[src/rtl/signal_bounce_gen_pkg.sv]
// Shared definitions for the bounce generator and the filter chain around it:
// FSM state encoding, LFSR tap mask, default seed and the LFSR step function.
package signal_bounce_gen_pkg;

  typedef enum logic [1:0] {
    ST_IDLE   = 2'd0,
    ST_BOUNCE = 2'd1,
    ST_SETTLE = 2'd2,
    ST_DONE   = 2'd3
  } state_t;

  // Fibonacci taps 16,14,13,11 expressed as bit positions 15,13,12,10
  localparam logic [15:0] LFSR_TAPS         = 16'hB400;
  localparam logic [15:0] LFSR_SEED_DEFAULT = 16'hACE1;

  function automatic logic [15:0] lfsr_next(input logic [15:0] q);
    return {q[14:0], ^(q & LFSR_TAPS)};
  endfunction

endpackage

[src/rtl/signal_bounce_gen_lfsr16.sv]
// Free-running 16-bit Fibonacci LFSR; steps every cycle out of reset.
module lfsr16
  import signal_bounce_gen_pkg::*;
#(
  parameter logic [15:0] SEED = LFSR_SEED_DEFAULT
) (
  input  logic        CLK,
  input  logic        RST_n,
  output logic [15:0] q
);

  always_ff @(posedge CLK or negedge RST_n) begin
    if (!RST_n) q <= SEED;
    else        q <= lfsr_next(q);
  end

endmodule

[src/rtl/signal_bounce_gen.sv]
// Programmable contact-bounce source: drives oSignal to a target level through
// pseudo-random glitches, holds it for a settle period, and emits edge pulses.
module signal_bounce_gen
  import signal_bounce_gen_pkg::*;
#(
  parameter int          BOUNCE_MAX = 8,
  parameter int          GLITCH_W   = 4,
  parameter int          SETTLE     = 16,
  parameter logic [15:0] LFSR_SEED  = 16'hACE1
) (
  input  logic        CLK,
  input  logic        RST_n,
  input  logic        iStart,
  input  logic        iLevel,
  input  logic [3:0]  iBounces,
  output logic        oSignal,
  output logic        H2L_Sig,
  output logic        L2H_Sig,
  output logic        oBusy,
  output logic        oDone,
  output state_t      dbg_state,
  output logic [15:0] dbg_lfsr
);

  localparam int         SW    = $clog2(SETTLE + 1);
  localparam logic [3:0] N_MAX = 4'(BOUNCE_MAX);

  state_t               state;
  logic                 tgt;
  logic [3:0]           n;
  logic [GLITCH_W-1:0]  hold_cnt;
  logic [SW-1:0]        settle_cnt;
  logic                 sig_d;
  logic [15:0]          lfsr_q;
  logic [GLITCH_W-1:0]  glitch_w;
  logic [3:0]           n_req;

  lfsr16 #(.SEED(LFSR_SEED)) u_lfsr (
    .CLK   (CLK),
    .RST_n (RST_n),
    .q     (lfsr_q)
  );

  // Forcing bit 0 keeps every glitch at least one cycle wide
  assign glitch_w = lfsr_q[GLITCH_W-1:0] | GLITCH_W'(1);
  assign n_req    = (iBounces > N_MAX) ? N_MAX : iBounces;

  assign H2L_Sig   = sig_d & ~oSignal;
  assign L2H_Sig   = ~sig_d & oSignal;
  assign dbg_state = state;
  assign dbg_lfsr  = lfsr_q;

  always_ff @(posedge CLK or negedge RST_n) begin
    if (!RST_n) begin
      state      <= ST_IDLE;
      oSignal    <= 1'b0;
      sig_d      <= 1'b0;
      oBusy      <= 1'b0;
      oDone      <= 1'b0;
      tgt        <= 1'b0;
      n          <= '0;
      hold_cnt   <= '0;
      settle_cnt <= '0;
    end else begin
      sig_d <= oSignal;
      oDone <= 1'b0;
      case (state)
        ST_IDLE: begin
          if (iStart) begin
            tgt        <= iLevel;
            oBusy      <= 1'b1;
            settle_cnt <= '0;
            if (n_req == 4'd0) begin
              oSignal <= iLevel;
              n       <= '0;
              state   <= ST_SETTLE;
            end else begin
              // First toggle happens on the accepting edge itself
              oSignal  <= ~oSignal;
              n        <= n_req - 4'd1;
              hold_cnt <= glitch_w;
              state    <= ST_BOUNCE;
            end
          end
        end
        ST_BOUNCE: begin
          if (hold_cnt == GLITCH_W'(1)) begin
            if (n == 4'd0) begin
              oSignal <= tgt;
              state   <= ST_SETTLE;
            end else begin
              oSignal  <= ~oSignal;
              n        <= n - 4'd1;
              hold_cnt <= glitch_w;
            end
          end else begin
            hold_cnt <= hold_cnt - GLITCH_W'(1);
          end
        end
        ST_SETTLE: begin
          if (settle_cnt == SW'(SETTLE - 1)) begin
            oDone <= 1'b1;
            state <= ST_DONE;
          end else begin
            settle_cnt <= settle_cnt + SW'(1);
          end
        end
        ST_DONE: begin
          oBusy <= 1'b0;
          state <= ST_IDLE;
        end
        default: state <= ST_IDLE;
      endcase
    end
  end

endmodule

[config.mk]
export PLATFORM = sky130hd
export DESIGN_NAME = signal_bounce_gen
export DESIGN_NICKNAME = d
export VERILOG_FILES = /design/src/rtl/signal_bounce_gen_pkg.sv /design/src/rtl/signal_bounce_gen_lfsr16.sv /design/src/rtl/signal_bounce_gen.sv
export SDC_FILE = /design/constraint.sdc
export NUM_CORES = 1
export LEC_CHECK = 0
export ABC_AREA = 1
export CORE_MARGIN = 1
export CORE_UTILIZATION = 30
export CTS_CLUSTER_DIAMETER = 200
export DETAILED_ROUTE_END_ITERATION = 8
export SLEW_MARGIN = 10
export SYNTH_ARGS = -nofsm -noshare
export SYNTH_HDL_FRONTEND = slang
export SYNTH_SLANG_ARGS = --single-unit
[constraint.sdc]
create_clock -name CLK -period 3.04 [get_ports CLK]
set_input_delay 0.76 -clock CLK [delete_from_list [all_inputs] [get_ports CLK]]
set_output_delay 0.76 -clock CLK [all_outputs]
set_load 0.02 [all_outputs]
==> qor.yml <==
dieArea_um2: 6010
grtUsageMet3_pct: 4.24
grt.busiest_layer: "met2"
cts_setup_buffers: 0
skew_ns: 0.00467
core-area_um2: 5510
nets: 246
area_growth_pct: 28.2
critPathKind: "reg2out"
cp-start-kind: "flip-flop"
max-slew-margin-rel_pct: 70.4
vias: 1285
clkSlewWorstSetupHoldPaths_ns: 0.08
antenna_found_initial: 0
clock_sinks: 36
cts_tree: "built"
worst_pin_slew_ns: 0.444
syn-num-nets: 209
cts-hold-fix-buffers: 0
cts_resized: 0
crit_path_end_kind: "output port"
first_pass_iters: 4
synth_area_um2: 1710
layout-drive-gt1-share_pct: 11.8
n_antenna_cell: 0
htree_levels: 2
drt-vias-per-instance: 4.27
num_rows: 27
grt-ovfl-total: 0
yosysTopAreaCell: "dfrtp_1"
synth_top_area_share_pct: 41.0
min_period_ns: 2.35
portBuffers: 30
start_util_pct: 31.1
p_per_area_nw_per_um2: 820
wl_per_cell_um: 10.7
drc: 0
ys_warn_count: 0
slowest_stage: "clkdlybuf4s50_1"
dpl.hpwl_um: 2330
place_ws_ns: 0.943
root_buffer: "clkbuf_8"
drt-initial-drc-count: 26
postRouteAntennaNets: 0
critPathArrivalTime_ns: 1.59
clockBufferDepth: 2
fp.dieW_um: 77.5
ys_ff_latch: 36
layout_commonest_cell: "nand2_1"
path_cells: "inv_1 > nor2_1 > clkdlybuf4s50_1"
crit_required_ns: 2.28
io_pins: 31
finalHoldViolations: 0
grt_max_degree: 37
grtUsageTotal_pct: 11.8
tns_ns: 0
gp_congestion: 0.787
layout_common_cells: "nand2_1, clkdlybuf4s50_1, dfrtp_1"
finalCritPeriodShare_pct: 77.1
drv_cap: 0
leakagePower_nw: 1.04
synthTopCellsByArea: "dfrtp_1, dfstp_2, nand2_1"
cts_buffers: 5
hold_class: "reg2reg"
avgSynthCellArea_um2: 8.95
critPathMaxFanout: 6
wl_um: 3210
status: "finished clean"
finalMaxSlewViolations: 0
use_met1_pct: 15.6
setup_ws_ns: 0.695
fill_cells: 556
finalSetupViolCount: 0
grt_pass1_wl_um: 5490
max_freq_ghz: 0.426
clk_latency_ns: 0.29
grt_pass1_vias: 1235
grt_use_met2_pct: 18.1
rsz0062_at_grt: "no"
ys_seq_area_share_pct: 53.3
syn_inst: 191
die_h_um: 77.5
synth_cell_type_count: 27
vdd_drop_max_uv: 367
slowest_delay_ns: 0.60
[cell usage after synthesis, drive strengths merged]
library cell	count
a21oi	2
a22oi	1
buf	1
dfrtp	28
dfstp	8
ha	10
inv	28
mux2i	1
nand2	53
nand3	15
nand3b	1
nand4	4
nor2	12
nor3	1
o21ai	18
o22ai	1
or2	2
xnor2	3
xor2	2
[cells by family (layout without fill, tap and decap cells)]
group           Yosys count  count (layout)  synth area share, %
compound gates           22              22                 7.10
xor+xnor                  5               5                 2.56
fa+ha+maj                10              10                 7.32
buf+inv                  29              67                 6.58
flops                    36              36                 53.3
mux                       1               1                0.585
simple gates             88              88                 22.6
[final timing paths]
kind | cells past startpoint | from | to | slack (ns)
max reg2reg | 9 | dbg_state[1] | n[0] | 1.31
max | 3 | oSignal | L2H_Sig | 0.69
max in group asynchronous | 2 | RST_n | u_lfsr.q[13] | 1.80
min in group asynchronous | 2 | RST_n | u_lfsr.q[8] | 0.89
min | 0 | u_lfsr.q[5] | u_lfsr.q[6] | 0.37
min reg2reg | 0 | u_lfsr.q[5] | u_lfsr.q[6] | 0.37
[worst max-delay path, delay by kind of cell, from the launching register on]
kind	cells	cell delay (ns)
buffers and inverters	2	0.71
flip-flops	1	0.48
AND/OR/NAND/NOR	1	0.10
[report_power, final]
| part | switching [mW] | internal [mW] |
|---|---|---|
| Combinational | 0.491 | 0.300 |
| Clock | 0.180 | 0.162 |
| Sequential | 0.0871 | 0.577 |
| Total | 0.758 | 1.04 |
[routing by layer]
metal	vias to the layer above	routed length (um)
met3	4	143
met5	-	0
met2	31	1400
li1	682	-
met4	0	32
met1	568	1640
[flip-flops by register name (all words and copies together), names as in the netlist]
| signal | count |
|---|---|
| oDone | 1 |
| tgt | 1 |
| n | 4 |
| sig_d | 1 |
| u_lfsr.q | 16 |
| hold_cnt | 4 |
| dbg_state | 2 |
| settle_cnt | 5 |
| oSignal | 1 |
| oBusy | 1 |
[area by class of cell]
| cell class | instances | area [um^2] | share of cell area, % |
|---|---|---|---|
| Inverter | 28 | 105 | 4.79 |
| Clock inverter | 3 | 23.8 | 1.08 |
| Clock buffer | 5 | 68.8 | 3.14 |
| Timing Repair Buffer | 31 | 308 | 14.0 |
| Multi-Input combinational cell | 126 | 687 | 31.3 |
| Sequential cell | 36 | 911 | 41.5 |
| Tap cell | 72 | 90.1 | 4.11 |
[metrics by stage]
stage / util [%] / power [mW] / instances / cell area [um^2] / hold WS (ns)
4_1_cts: 39.8 / 1.82 / 301 / 2190 / 0.368
3_3_place_gp: 38.2 / 1.46 / 293 / 2100 / 0.357
5_1_grt: 39.8 / 1.98 / 301 / 2190 / 0.371
3_5_place_dp: 38.2 / 1.46 / 293 / 2100 / 0.357
6_report: 39.8 / 1.80 / 301 / 2190 / 0.366
2_1_floorplan: - / 1.24 / 191 / 1710 / 0.401
Power figures use the tool's default switching activity.
